### config.mk
export PLATFORM = sky130hd
export DESIGN_NAME = pmem_arbiter
export DESIGN_NICKNAME = d
export VERILOG_FILES = /design/src/rtl/pmem_arb_pkg.sv /design/src/rtl/pmem_arb_pick.sv /design/src/rtl/pmem_arbiter.sv
export SDC_FILE = /design/constraint.sdc
export NUM_CORES = 1
export LEC_CHECK = 0
export ABC_AREA = 1
export BUFFER_PORTS_ARGS = -buffer_cell sky130_fd_sc_hd__clkbuf_2
export CORE_ASPECT_RATIO = 1.4
export CORE_MARGIN = 10
export CORE_UTILIZATION = 35
export CTS_BUF_LIST = sky130_fd_sc_hd__clkbuf_4 sky130_fd_sc_hd__clkbuf_8
export CTS_CLUSTER_DIAMETER = 80
export DETAILED_ROUTE_END_ITERATION = 12
export PLACE_DENSITY = 0.7
export SETUP_SLACK_MARGIN = 0.1
export SYNTH_ARGS = -nofsm -noshare
export SYNTH_HDL_FRONTEND = slang
export SYNTH_SLANG_ARGS = --single-unit
### constraint.sdc
create_clock -name clk -period 4.22 [get_ports clk]
set_input_delay 0.844 -clock clk [delete_from_list [all_inputs] [get_ports clk]]
set_output_delay 0.844 -clock clk [all_outputs]
set_load 0.05 [all_outputs]
### src/rtl/pmem_arb_pkg.sv
// rtl/pmem_arb_pkg.sv - shared state encoding, master IDs and default widths for the PMEM arbiter
package pmem_arb_pkg;

  // Arbiter FSM states; encoding is shared with anything that decodes the state
  typedef enum logic [1:0] {
    IDLE  = 2'd0,
    ISSUE = 2'd1,
    WAIT  = 2'd2,
    RESP  = 2'd3
  } arb_state_t;

  // Master identifiers as carried by the owner and RR pointer bits
  localparam logic MST_IFU = 1'b0;
  localparam logic MST_LSU = 1'b1;

  // Default widths of the PMEM request fields
  localparam int ADDR_W_DEF = 32;
  localparam int DATA_W_DEF = 32;
  localparam int MASK_W_DEF = 8;

endpackage

### src/rtl/pmem_arb_pick.sv
// rtl/pmem_arb_pick.sv - combinational winner select (round-robin when PMEM_ARBITER_RR_EN is defined)
module pmem_arb_pick
  import pmem_arb_pkg::*;
(
  input  logic m0_valid,
  input  logic m1_valid,
  input  logic ptr,
  output logic winner,
  output logic any
);

  assign any = m0_valid | m1_valid;

`ifdef PMEM_ARBITER_RR_EN
  // Tie goes to the master named by the pointer; a lone requester always wins
  always_comb begin
    winner = MST_IFU;
    if (m0_valid && m1_valid) begin
      winner = ptr;
    end else if (m1_valid) begin
      winner = MST_LSU;
    end
  end
`else
  // Pointer is not used in the fixed-priority build
  logic unused_ptr;
  assign unused_ptr = ptr;

  // Fixed priority: the LSU wins whenever it requests
  always_comb begin
    winner = MST_IFU;
    if (m1_valid) begin
      winner = MST_LSU;
    end
  end
`endif

endmodule

### src/rtl/pmem_arbiter.sv
// rtl/pmem_arbiter.sv - two-master PMEM arbiter, one outstanding transaction (optional PMEM_ARBITER_RR_EN)
module pmem_arbiter
  import pmem_arb_pkg::*;
#(
  parameter int ADDR_W = ADDR_W_DEF,
  parameter int DATA_W = DATA_W_DEF,
  parameter int MASK_W = MASK_W_DEF
) (
  input  logic              clk,
  input  logic              rst,

  input  logic              m0_req_valid,
  output logic              m0_req_ready,
  input  logic [ADDR_W-1:0] m0_addr,
  input  logic              m0_wen,
  input  logic [DATA_W-1:0] m0_wdata,
  input  logic [MASK_W-1:0] m0_wmask,
  output logic              m0_resp_valid,
  output logic [DATA_W-1:0] m0_rdata,

  input  logic              m1_req_valid,
  output logic              m1_req_ready,
  input  logic [ADDR_W-1:0] m1_addr,
  input  logic              m1_wen,
  input  logic [DATA_W-1:0] m1_wdata,
  input  logic [MASK_W-1:0] m1_wmask,
  output logic              m1_resp_valid,
  output logic [DATA_W-1:0] m1_rdata,

  output logic              s_req_valid,
  input  logic              s_req_ready,
  output logic [ADDR_W-1:0] s_addr,
  output logic              s_wen,
  output logic [DATA_W-1:0] s_wdata,
  output logic [MASK_W-1:0] s_wmask,
  input  logic              s_resp_valid,
  input  logic [DATA_W-1:0] s_rdata
);

  arb_state_t        state;
  logic              owner;
  logic [DATA_W-1:0] rdata_q;
  logic              ptr;
  logic              win;
  logic              any_req;
  logic              grant;

  pmem_arb_pick u_pick (
    .m0_valid (m0_req_valid),
    .m1_valid (m1_req_valid),
    .ptr      (ptr),
    .winner   (win),
    .any      (any_req)
  );

  // A grant only happens in IDLE; rst gating keeps ready low throughout reset
  assign grant        = rst && (state == IDLE) && any_req;
  assign m0_req_ready = grant && (win == MST_IFU);
  assign m1_req_ready = grant && (win == MST_LSU);

  // Response data is only presented alongside its valid pulse
  assign m0_rdata = m0_resp_valid ? rdata_q : '0;
  assign m1_rdata = m1_resp_valid ? rdata_q : '0;

`ifdef PMEM_ARBITER_RR_EN
  // After each grant, prefer the master that lost it
  always_ff @(posedge clk or negedge rst) begin
    if (!rst) begin
      ptr <= MST_IFU;
    end else if (grant) begin
      ptr <= ~win;
    end
  end
`else
  assign ptr = MST_IFU;
`endif

  // Transaction FSM: latch winner, issue downstream, wait for reply, pulse owner
  always_ff @(posedge clk or negedge rst) begin
    if (!rst) begin
      state         <= IDLE;
      owner         <= MST_IFU;
      s_req_valid   <= 1'b0;
      s_addr        <= '0;
      s_wen         <= 1'b0;
      s_wdata       <= '0;
      s_wmask       <= '0;
      rdata_q       <= '0;
      m0_resp_valid <= 1'b0;
      m1_resp_valid <= 1'b0;
    end else begin
      m0_resp_valid <= 1'b0;
      m1_resp_valid <= 1'b0;
      case (state)
        IDLE: begin
          if (grant) begin
            owner       <= win;
            s_req_valid <= 1'b1;
            if (win == MST_LSU) begin
              s_addr  <= m1_addr;
              s_wen   <= m1_wen;
              s_wdata <= m1_wdata;
              s_wmask <= m1_wmask;
            end else begin
              s_addr  <= m0_addr;
              s_wen   <= m0_wen;
              s_wdata <= m0_wdata;
              s_wmask <= m0_wmask;
            end
            state <= ISSUE;
          end
        end
        ISSUE: begin
          if (s_req_ready) begin
            s_req_valid <= 1'b0;
            state       <= WAIT;
          end
        end
        WAIT: begin
          if (s_resp_valid) begin
            rdata_q       <= s_rdata;
            m0_resp_valid <= (owner == MST_IFU);
            m1_resp_valid <= (owner == MST_LSU);
            state         <= RESP;
          end
        end
        RESP: begin
          state <= IDLE;
        end
        default: begin
          state <= IDLE;
        end
      endcase
    end
  end

endmodule

# After elaboration in Yosys (flattened, before gate mapping)
# Index checks and enable logic that the tools add are counted.
# W data, S select, Z words.
[word_totals] inputBits=184 word_cells=47 output_inout_bits=142 reg_bits=111
[classes] eq_ne=6 n_bitwise=3 n_reduce_logical=10 mux=18
[op_table] op="$mux W32" count=4
[op_table] op="$mux W1" count=8
[op_table] op="$mux W8" count=1
[op_table] op="$pmux W2 S4" count=1
[op_table] op="$mux W2" count=3
[op_table] op="$ne A2 B2 Y1 const B" count=3
[op_table] op="$reduce_and A3 Y1" count=2
[op_table] op="$eq A2 B2 Y1 const B" count=2
[op_table] op="$logic_and A1 B1 Y1" count=4
[op_table] op="$reduce_and A2 Y1" count=2
[op_table] op="$eq A2 B1 Y1 const B" count=1
[op_table] op="$logic_not A2 Y1" count=1
[op_table] op="$not A1 Y1" count=2
[op_table] op="$pmux W1 S2" count=1
[op_table] op="$reduce_bool A2 Y1" count=1
[op_table] op="$or A1 B1 Y1" count=1

# Longest topological paths before layout
[depth] ltp_word=5 mapped_depth=10

# Hierarchy
# From an unflattened synthesis, not the netlist that was laid out.
[hier_totals] cells_unflattened=710 area_unflattened_um2=5261.3
[modules_own_cells] mod="pmem_arbiter" seq_area_each_um2=2777.7 n_inst=1 cells_each=706 area_each_um2=5242.5
[modules_own_cells] mod="pmem_arb_pick" seq_area_each_um2=0.0 n_inst=1 cells_each=4 area_each_um2=18.8

# Worst setup path after synthesis
# No wires, ideal clock.
[synth_timing] kind="in2out" from="input rst" to="output m0_req_ready" cell_stages=5 path_slack_ns=1.942 arrival_time_ns=1.434 n_path_buf=1 cell_sequence="nand2_1 -> inv_2 -> nand2_2 -> nor2_2 -> buf_2"
[synth_between] elab_chain_cells=3
[synth_lines] item="start, declared" line_no="pmem_arbiter.sv:10" rtl="input logic rst,"
[synth_lines] item="$logic_and A1 B1 Y1 (2 in series)" line_no="pmem_arbiter.sv:57" rtl="assign grant = rst && (state == IDLE) && any_req;"
[synth_lines] item="$logic_and A1 B1 Y1" line_no="pmem_arbiter.sv:58" rtl="assign m0_req_ready = grant && (win == MST_IFU);"
[synth_lines] item="end, declared" line_no="pmem_arbiter.sv:13" rtl="output logic m0_req_ready,"
# No other way between the ends.

# Final worst setup path
[layout_timing] from="register state[0]" to="output m0_req_ready"
[layout_between] elab_chain_cells=4
[layout_lines] item="start, declared" line_no="pmem_arbiter.sv:40" rtl="arb_state_t state;"
[layout_lines] item="start signal, assigned" line_no="pmem_arbiter.sv:81" rtl="state <= IDLE;"
[layout_lines] item="start signal, assigned" line_no="pmem_arbiter.sv:110" rtl="state <= ISSUE;"
[layout_lines] item="start signal, assigned" line_no="pmem_arbiter.sv:116" rtl="state <= WAIT;"
[layout_lines] item="$logic_not A2 Y1" line_no="pmem_arbiter.sv:57"
[layout_lines] item="$logic_and A1 B1 Y1 (2 in series)" line_no="pmem_arbiter.sv:57"
[layout_lines] item="$logic_and A1 B1 Y1" line_no="pmem_arbiter.sv:58"
# No other way between the ends.

==> run metrics <==
outcome complete, no violations; Final Hold Viols 0; clock buffer depth 2; Worst Hold End m0_resp_valid; Clock Latency Late Sink about 0.37 ns; Clock Tree Root clkbuf_8; TritonCTS clock tree done; count leader, synth nand2_1; CTS sink cnt roughly 110; clock share of power 0.113; P_sw between 2 and 3 mW; Worst Setup End Kind primary output; maximum VDD drop around 400 µV; Initial DRC Count around 250; Register-to-Register Path Depth 9; top cells by area, synth dfrtp_1 53%, nand2_1 22%, nand3_1 7.3%, mux2_2 6.9%, inv_1 5.3%; final core occ 0.4896; Synth Flop Type dfrtp_1; share of layout cells above drive strength 1 0.4021; Syn-to-layout area delta 36.80%; Slew HR 0.2996; nets between 1,000 and 1,500; crit path DAT roughly 2.1 ns; CTS resizes 0; wire length per cell between 15 and 20 µm; die area slightly above 0.02 mm²; Die Ht ~160 µm; Synth top area share 0.5325; Slew @ Worst Pin 1.051 ns; number of setup buffers added after CTS 0; clock period minus worst slack 2.947 ns; Core Box Area approximately 0.015 mm²; Power Dens Cells slightly below 800 mW/mm²; grt ovf 0; top post-synthesis cells by count 299 x nand2_1, 111 x dfrtp_1, 76 x nand3_1, 73 x inv_1, 32 x mux2_2; vias in the first global route 5,038; total CTS buffers 9; Filler cells 1,503; Hold/Removal Path Class flop to flop; I/O Buffers 325; Worst Path Required between 3 and 4 ns; #FFs+latches synth between 100 and 150; worst reg2reg setup slack between 1.5 and 2 ns; Switching Share 0.5302; # IOs 326; leading area contributor after synthesis dfrtp_1; DRT Wirelength 17.79 mm; Synth Warn # 0; Worst Path Max Fanout 28; DR pass1 iterations 6; WS Path Type flop to primary output; clk slew on worst S/H paths ~0.09 ns; dpl ws roughly 1.4 ns; Pleak ~4.4 nW; total negative slack 0 ns; post-route setup slack between 1 and 1.5 ns; # H-tree levels 3; Mean Syn Cell Area 8.176 µm²; combinational share of power 0.537; Tot GR Track Use 0.1681; reg-to-reg startpoint state[0]; pin count of the biggest net entering global routing 74; Antenna Nets Post-Route 0; min-delay src owner; hold buffers post-CTS 0; ys async rst share 1.000; final setup fails 0; Starting Density 0.3579; final clock skew between 0.01 and 0.015 ns; fmax roughly 0.34 GHz; Post-Syn Area about 0.0052 mm²; MaxCap Viol Count 0; FF-to-FF End s_wdata[2]; Final Cycle Share 0.6983; DRC viols 0; vias per cell approximately 4.5; Sequential Power Share 0.350; startpoint types flop; Rows 52; unique cell type count in the Yosys netlist 17; Syn Nets approximately 830; cell-internal power around 2.6 mW; post-synthesis sequential area ratio 0.5325; routed via count roughly 5,100; Die X 123.2 µm; Post-synth EDFFs 0; cell count after synthesis 638; Slew Viols, Final 0; routability cong. approximately 0.87; first-pass GRT wire length between 20 and 30 mm; Hold Crit Depth 1; RSZ-0062 raised after global routing no; initial antenna violation count 1; DP Wirelength around 14 mm
## critical path: stages, from the launching register on
cell     delay (ns)
dfrtp_1        0.41
inv_1          0.11
ha_1           0.22
nand2_1        0.13
inv_2          0.07
nand2_2        0.35
nor2_4         0.28
buf_12         0.16
## cell usage in the layout (no fill, tap or decap), types with 2 or more instances in the layout
cell type   synthesis  layout
buf_4               2       7
nor2_1              4       3
ha_1                4       4
dfrtp_1           111     111
nand2_1           299     299
clkinvlp_4          0       2
clkbuf_2            0     323
nand3_1            76      76
mux2_2             32      32
nor2_4              0       2
clkbuf_8            0       9
inv_1              73      73
## kinds of logic (layout without fill, tap and decap cells)
logic type      after synthesis  after routing  share of synthesized area
simple gates                382            382                     0.2946
flops                       111            111                     0.5325
buf+inv                     107            419                    0.09235
mux                          32             32                    0.06908
fa+ha+maj                     4              4                   0.009595
compound gates                2              2                   0.001917
other cells                   0              1                          0
## routing by layer
metal | global-route usage | share of wire | up-vias
li1 | - | - | 2554
met5 | 0 | 0 | -
met2 | 0.2915 | 0.51 | 227
met3 | 0.05502 | 0.098 | 26
met4 | 0.06051 | 0.025 | 0
met1 | 0.1869 | 0.37 | 2304
## area by class of cell
class	instances	area [µm²]	share of cell area
tap	189	236.5	0.03314
multi-input combinational	420	1969	0.2760
clock inverter	5	58.81	0.008241
inverter	74	277.8	0.03893
timing repair buffer	331	1689	0.2367
clock buffer	9	123.9	0.01736
sequential	111	2778	0.3893
antenna	1	2.502	0.0003507
## power by group through the flow
| stage | combinational, mW | clock, mW | sequential (mW) |
|---|---|---|---|
| 6_report | 2.98 | 0.627 | 1.94 |
| 5_1_grt | 3.20 | 0.699 | 2.01 |
| 4_1_cts | 3.03 | 0.655 | 1.94 |
| 3_5_place_dp | 3.03 | 0 | 1.96 |
| 3_3_place_gp | 2.99 | 0 | 1.95 |
| 2_1_floorplan | 1.11 | 0 | 3.05 |
## flip-flops by register name (all words and copies together), names as in the netlist
signal         cells
state              2
s_wen              1
m0_resp_valid      1
s_wdata           32
m1_resp_valid      1
s_wmask            8
owner              1
s_req_valid        1
s_addr            32
rdata_q           32
## how the worst max path moves through the flow
| stage | from | endpoint | slack (ns) | depth (start not counted) |
|---|---|---|---|---|
| after CTS | state[0] | m0_req_ready | 1.19 | 7 |
| after global placement | rst | m0_req_ready | 1.42 | 6 |
| after floorplan | rst | m0_req_ready | 1.94 | 5 |
| after detailed placement | rst | s_addr[0] | 1.40 | 8 |
| final | state[0] | m0_req_ready | 1.27 | 7 |
| after global routing | state[1] | m0_req_ready | 1.11 | 7 |
## stage by stage
stage	cell area (µm²)	power, mW	instances	hold WS, ns
2_1_floorplan	5216	4.158	638	0.4259
3_3_place_gp	6950	4.938	1125	0.4434
3_5_place_dp	6950	4.987	1125	0.4591
4_1_cts	7133	5.624	1139	0.4727
5_1_grt	7133	5.904	1139	0.4993
6_report	7136	5.553	1140	0.4698
No activity file was read; power rests on OpenSTA's default activity.
